### src/rtl/bg_tile_fetcher.sv
// bg_tile_fetcher: sequences map/tile-low/tile-high VRAM reads per background tile
// and hands each finished tile row to the pixel FIFO over a valid/ready handshake.
module bg_tile_fetcher #(
    parameter int FETCH_TILES = 21
) (
    input  logic        clk,
    input  logic        reset,
    input  logic        line_start,
    input  logic        abort,
    input  logic [7:0]  ly,
    input  logic [7:0]  scx,
    input  logic [7:0]  scy,
    input  logic        map_sel,
    input  logic        data_sel,
    output logic [12:0] vram_addr,
    output logic        vram_oe,
    input  logic [7:0]  md_in,
    output logic [7:0]  tile_lo,
    output logic [7:0]  tile_hi,
    output logic        tile_valid,
    input  logic        tile_ready,
    output logic        busy,
    output logic [4:0]  tile_col
);
    typedef enum logic [2:0] {IDLE, MAP_A, MAP_B, LO_A, LO_B, HI_A, HI_B, PUSH} state_t;

    state_t     state;
    logic [7:0] y;
    logic [7:0] tn;
    logic [5:0] cnt;
    logic [7:0] y_new;

    assign y_new = ly + scy;

    // The address is registered on the edge entering each A state, so the
    // select bits are taken as they stand when that access is launched.
    function automatic logic [12:0] map_addr(input logic [7:0] yy, input logic [4:0] c);
        return {2'b11, map_sel, yy[7:3], c};
    endfunction

    function automatic logic [12:0] data_addr(input logic [7:0] t, input logic h);
        return {data_sel ? 1'b0 : ~t[7], t, y[2:0], h};
    endfunction

    always_ff @(posedge clk or posedge reset) begin
        if (reset) begin
            state      <= IDLE;
            y          <= '0;
            tn         <= '0;
            cnt        <= '0;
            vram_addr  <= '0;
            vram_oe    <= 1'b0;
            tile_lo    <= '0;
            tile_hi    <= '0;
            tile_valid <= 1'b0;
            busy       <= 1'b0;
            tile_col   <= '0;
        end else if (line_start) begin
            state      <= MAP_A;
            y          <= y_new;
            tile_col   <= scx[7:3];
            cnt        <= '0;
            tile_valid <= 1'b0;
            vram_oe    <= 1'b1;
            busy       <= 1'b1;
            vram_addr  <= map_addr(y_new, scx[7:3]);
        end else if (abort) begin
            state      <= IDLE;
            tile_valid <= 1'b0;
            vram_oe    <= 1'b0;
            busy       <= 1'b0;
        end else begin
            case (state)
                IDLE:  state <= IDLE;
                MAP_A: state <= MAP_B;
                MAP_B: begin
                    tn        <= md_in;
                    vram_addr <= data_addr(md_in, 1'b0);
                    state     <= LO_A;
                end
                LO_A:  state <= LO_B;
                LO_B: begin
                    tile_lo   <= md_in;
                    vram_addr <= data_addr(tn, 1'b1);
                    state     <= HI_A;
                end
                HI_A:  state <= HI_B;
                HI_B: begin
                    tile_hi    <= md_in;
                    vram_oe    <= 1'b0;
                    tile_valid <= 1'b1;
                    state      <= PUSH;
                end
                PUSH: if (tile_ready) begin
                    tile_valid <= 1'b0;
                    tile_col   <= tile_col + 5'd1;
                    cnt        <= cnt + 6'd1;
                    if (cnt == 6'(FETCH_TILES - 1)) begin
                        state <= IDLE;
                        busy  <= 1'b0;
                    end else begin
                        state     <= MAP_A;
                        vram_oe   <= 1'b1;
                        vram_addr <= map_addr(y, tile_col + 5'd1);
                    end
                end
            endcase
        end
    end
endmodule

### config.mk
export PLATFORM = sky130hd
export DESIGN_NAME = bg_tile_fetcher
export DESIGN_NICKNAME = d
export VERILOG_FILES = /design/src/rtl/bg_tile_fetcher.sv
export SDC_FILE = /design/constraint.sdc
export NUM_CORES = 1
export LEC_CHECK = 0
export BUFFER_PORTS_ARGS = -buffer_cell sky130_fd_sc_hd__buf_2
export CAP_MARGIN = 10
export CORE_AREA = 2 2 86 88
export CTS_CLUSTER_DIAMETER = 120
export DETAILED_ROUTE_END_ITERATION = 6
export DIE_AREA = 0 0 88 90
export GPL_ROUTABILITY_DRIVEN = 0
export MAX_ROUTING_LAYER = met4
export PLACE_DENSITY_LB_ADDON = 0.3
export SLEW_MARGIN = 20
export SYNTH_ARGS = -nofsm -noshare
export SYNTH_HDL_FRONTEND = slang
export SYNTH_SLANG_ARGS = --single-unit
### constraint.sdc
create_clock -name clk -period 2 [get_ports clk]
set_clock_uncertainty 0.05 [all_clocks]
set_input_delay 0.2 -clock clk [delete_from_list [all_inputs] [get_ports clk]]
set_output_delay 0.2 -clock clk [all_outputs]
set_load 0.01 [all_outputs]
; Yosys cells after proc, flatten, opt, wreduce, memory -nomap -nowiden
; Index checks and enable logic that the tools add are counted.
[word_totals]
reg_bits = 62
in_bits = 39
elab_cells = 81
[op_classes]
addsub = 3
n_eq_ne = 13
mux = 34
n_bitwise = 4
reduce_logical = 16
[op_table]
columns = op, n
row1 = 13-bit 2-to-1 mux, 4
row2 = 13-bit one-hot mux with 3 select lines, 1
row3 = 6-bit 2-to-1 mux, 4
row4 = 3-bit one-hot mux with 8 select lines, 1
row5 = 5-bit 2-to-1 mux, 4
row6 = 3-bit AND reduction, 6
row7 = 1-bit 2-to-1 mux, 15
row8 = "3-bit == test, second input constant", 4
row9 = 3-bit 2-to-1 mux, 3
row10 = 3-bit nonzero test, 3
row11 = 8-bit adder, 1
row12 = "4-bit != test, second input constant", 2
row13 = 4-bit nonzero test, 2
row14 = "6-bit by 1-bit adder with 6-bit output, second input constant", 1
row15 = "3-bit by 2-bit == test with 1-bit output, second input constant", 2
row16 = "6-bit by 5-bit == test with 1-bit output, second input constant", 1
row17 = "3-bit != test, second input constant", 2
row18 = "5-bit by 1-bit adder with 5-bit output, second input constant", 1
row19 = 1-bit NOT, 4
row20 = 1-bit one-hot mux with 2 select lines, 2
row21 = 4-bit AND reduction, 1
row22 = 2-bit nonzero test, 2
row23 = "3-bit by 1-bit == test with 1-bit output, second input constant", 1
row24 = 3-bit zero test, 1
row25 = other kinds (2), 2

; Longest topological paths before layout
[logic_depth]
word_depth = 6
depth_mapped = 10
ltp_nobuf = 7

; Least setup slack after synthesis
; No wires, ideal clock.
[synth_path]
path_type = register to register
start = register state[1]
end = register vram_addr[9]
arrival_time_ns = 1.742
required_ns = 1.825
setup_slack_ns = 0.083
path_stages_with_launch = 9
path_buffers = 4
cell_sequence = dfrtp_1 buf_6 and3_1 buf_6 and3_4 buf_6 a211o_1 buf_6 mux2_4
[synth_via]
elab_chain_cells = 4
[synth_rtl]
columns = item, line_no
row1 = "start, declared", 27  ; state_t state;
row2 = "start signal, assigned", 47  ; state <= IDLE;
row3 = "start signal, assigned", 59  ; state <= MAP_A;
row4 = "start signal, assigned", 68  ; state <= IDLE;
row5 = 3-bit == test or 3-bit by 2-bit == test with 1-bit output (tied branches), 73  ; case (state)
row6 = 13-bit one-hot mux with 3 select lines, 73
row7 = 13-bit 2-to-1 mux, 67  ; end else if (abort) begin
row8 = 13-bit 2-to-1 mux, 58  ; end else if (line_start) begin
row9 = "end signal, assigned", 66  ; vram_addr <= map_addr(y_new, scx[7:3]);
row10 = "end signal, assigned", 78  ; vram_addr <= data_addr(md_in, 1'b0);
row11 = "end signal, assigned", 84  ; vram_addr <= data_addr(tn, 1'b1);
row12 = "end, declared", 15  ; output logic [12:0] vram_addr,
; Several ways; a longest one is shown, not always the timed one. The select of a mux whose other input is x is not followed.
; A chain may end at the register's enable or synchronous reset.

; Worst setup path in the final report
[layout_path]
start = register cnt[0]
end = register vram_addr[4]
[layout_via]
elab_chain_cells = 3
[layout_rtl]
columns = item, line_no
row1 = "start, declared", 30  ; logic [5:0] cnt;
row2 = "start signal, assigned", 97  ; cnt <= cnt + 6'd1;
row3 = 6-bit by 5-bit == test with 1-bit output, 98  ; if (cnt == 6'(FETCH_TILES - 1)) begin
row4 = 3-bit != test (no line), n/a
row5 = 4-bit AND reduction (no line), n/a
row6 = "end signal, assigned", 78
row7 = "end signal, assigned", 84
row8 = "end signal, assigned", 104  ; vram_addr <= map_addr(y, tile_col + 5'd1);
; Every way passes these cells.

==> results.txt <==
After routing the design area is 0.00409 mm². The maximum cell stage delay along the critical path came out at 400 ps. The kind of launch point of the worst setup path is a register. The register clock-pin slew on the reported worst setup and hold paths is 70 ps. The insertion delay of the later-clocked pin in the worst-skew pair is 330 ps. TritonCTS built the clock tree.

The critical path buffer and inverter count is 2. The initial core utilization came out at 0.473. The post-detailed-route count of antenna-violating nets came out at 0. The number of nets handed over by synthesis was 375.

The sequential fraction of the synthesis area came out at 0.468. The floorplan has 31 rows. The via count of the first global-routing pass is 2681. Traced cell by cell, the critical path runs through inv_1, ha_1, nand2_1, or3_1, a211o_4, buf_4, o21a_1. The max capacitance violation total is 0.

The flow ran to the end, and the final reports show no timing, DRC or antenna violations. Static timing analysis puts the maximum clock frequency at 0.519 GHz. 0 antenna diodes ended up in the layout. The detailed-route DRC error count is 0. The async set or reset register ratio after synthesis is 1.00.

The number of warnings printed during yosys synthesis is 0. The region available for standard cell placement spans 0.00702 mm². The total number of H-tree levels is 3. The die boundary width is 88 µm.

The net count of the finished layout came out at 466. The first global-routing pass estimated 12.5 mm of wire. From synthesis to final layout, the design area changed by 23.2%. CTS placed an instance of clkbuf_8 at the clock tree root.

The pin count of the biggest net entering global routing came out at 63. The final hold slack came out at 49.5 ps. Summing all placed instances gives a cell area of 0.00389 mm². Clock tree synthesis found a total of 62 sinks. For the worst setup path, the data required time is 2170 ps. The top flip-flop cell by instance count after synthesis is dfrtp_1. Counting the buffers created by CTS gives 9. The fraction of the mapped netlist area in adder cells is 0.0437.

The startpoint of the lowest-slack hold path is scx[5]. The slack of the worst reg-to-reg path came out at 70 ps. Synthesis produced a netlist whose cell count is 325.

The synthesized area per cell is 10.2 µm². The number of max-slew violations in the final report came out at 0. Counting along the longest clock path gives a buffer depth of 2. The count of flip-flops with a built-in enable after synthesis is 0. The number of vias in the routed layout is 2786. The synthesized design contains 62 register bits. The min-delay analysis places its worst path in the category in -> reg. The initial antenna violation count was 0. The final setup violation count came out at 0.

The total power per unit cell area came out at 724 mW/mm². The die area is 0.00792 mm². In this design, the largest share of critical-path delay is due to compound AO/OA/AOI/OAI gates.

Setup repair after global routing could not meet its margin everywhere. The critical-path maximum fanout is 6. The post-detailed-routing wire length came out at 7.71 mm. After global routing the overflow that remains totals 0.

The cell area after technology mapping came out at 0.00332 mm². The number of vias per cell is 5.39. The overall power of the completed layout came out at 2.96 mW. Dividing the final minimum period by the clock period gives 0.963. The count of cell types in the netlist is 53. The y dimension of the die is 90 µm.

The worst hold path terminates at tile_col[2]$_DFFE_PP0P_. The multiplexer fraction of the synthesized cell area came out at 0.102. The xor/xnor share of the synthesized area is 0.0396. The reg-to-reg critical path startpoint is cnt[0]$_DFFE_PP0P_.

Measured against its own limit, the worst slew margin works out to 0.650. The worst setup path is captured at a register. After detailed routing, the average wire length per cell comes to 14.9 µm. The final-report hold violation count came out at 0. During placement, the flow inserted port buffers numbering 72. The fraction of layout cells with a size suffix above 1 is 0.352. The number of DRC violations after detailed-routing iteration 0 came out at 185. STA puts the critical path data arrival time at 2100 ps. The area fraction in compound gates after synthesis came out at 0.149. The worst path needs 1930 ps of the cycle, external delays included. The setup slack after layout is 74.8 ps. The start-to-end type of the worst setup path is reg -> reg. The largest family of logic cells by synthesized area is simple AND/OR/NAND/NOR gates. The endpoint identified for the worst register-to-register timing path is vram_addr[4]$_DFFE_PP0P_. The first-pass detailed-route iteration total is 5. The simple logic cell fraction of the synthesized area is 0.152. The slowest cell on the critical path is dfrtp_1. The maximum VDD drop is 0.312 mV. For the pin with the worst max-slew slack, the measured transition is 512 ps. The depth of the most critical reg-to-reg path is 7. The cell count of the worst hold path is 3. The reported leakage power came out at 1.96 nW. At the end of the flow the core is filled with cells to 0.582. For this run, the total global-route usage over all layers was measured as 0.204. Detailed placement finished with a half-perimeter wire length of 5.76 mm. The number of ports placed on the die boundary is 76.

The worst setup slack before clock tree synthesis came out at -71.8 ps.
layout by cell type (no fill, tap or decap), types with 6 or more instances in the layout:
cell type	netlist	layout
a21oi_1	18	17
mux2_2	26	26
buf_4	0	25
nand2b_1	6	6
a31oi_1	6	6
nand2_1	24	24
buf_2	3	72
nand3_1	9	9
nor2_1	32	32
xor2_1	10	10
inv_1	11	10
nor3_1	8	7
clkbuf_8	0	11
o21ai_0	11	11
dfrtp_1	62	61
ha_1	10	10
routing by layer:
layer  global-route usage  part of all wire
met1                0.271              0.44
met2                0.316              0.50
met3               0.0358             0.044
met4               0.0705             0.016
met5                    -                 0
power breakdown:
part | internal, mW | switching (mW)
Combinational | 0.262 | 0.283
Sequential | 1.39 | 0.0901
Clock | 0.492 | 0.447
Total | 2.14 | 0.820
what timing repair did:
action,4_1_cts,5_1_grt
endpoints found under the setup margin,0,6
gates resized for setup,0,5
setup buffers,0,1
hold buffers,1,0
hold endpoints to repair,62,0
logic make-up (layout without fill, tap and decap cells):
logic type	after synthesis	count (layout)
AO/OA/AOI/OAI	73	73
XOR/XNOR	15	15
adder cells (fa/ha/maj)	11	11
buffers and inverters	30	123
flip-flops	62	62
multiplexers	30	30
AND/OR/NAND/NOR	104	104
how the worst max path moves through the flow:
stage	start	to	slack, ps	depth (start not counted)
4_1_cts	state[0]$_DFFE_PP0P_	vram_addr[9]$_DFFE_PP0P_	40	6
6_report	cnt[0]$_DFFE_PP0P_	vram_addr[4]$_DFFE_PP0P_	70	7
5_1_grt	cnt[0]$_DFFE_PP0P_	vram_addr[6]$_DFFE_PP0P_	-20	9
3_3_place_gp	ly[0]	y[6]$_DFFE_PP0P_	-8	8
2_1_floorplan	state[1]$_DFFE_PP0P_	vram_addr[9]$_DFFE_PP0P_	80	8
3_5_place_dp	ly[0]	y[6]$_DFFE_PP0P_	-70	8
tightest hold or removal path, cell delays in order:
cell and delay [ps]:
buf_2 70, nand2_1 50, o21ai_0 60
flip-flops by register name, indices dropped and copies added (netlist names):
signal,cells
busy,1
cnt,6
state,3
tile_col,5
tile_hi,8
tile_lo,8
tile_valid,1
tn,8
vram_addr,13
vram_oe,1
y,8
per-stage QoR:
step | cells | setup TNS [ps]
after floorplan | 325 | 0
after global routing | 517 | -32.4
after global placement | 502 | -8.40
after detailed placement | 502 | -117
final | 517 | 0
after CTS | 516 | 0
final cells by class:
type	instances	area, µm²
fillers	630	2930
flip-flops and latches	62	1550
multi-input cells	233	1630
well taps	99	124
repair buffers	99	578
inverters	11	41.3
clock buffers	11	151
clock inverters	2	10.0
cells in the mapped netlist (6+ instances only):
library cell,n,area (µm²)
dfrtp_1,62,1550
nor2_1,32,120
mux2_2,26,293
nand2_1,24,90.1
a21oi_1,18,90.1
inv_1,11,41.3
o21ai_0,11,55.1
ha_1,10,125
xor2_1,10,87.6
nand3_1,9,45.0
clkbuf_1,8,30.0
nor3_1,8,40.0
a31oi_1,6,37.5
nand2b_1,6,37.5
No activity file was read; power rests on OpenSTA's default activity.
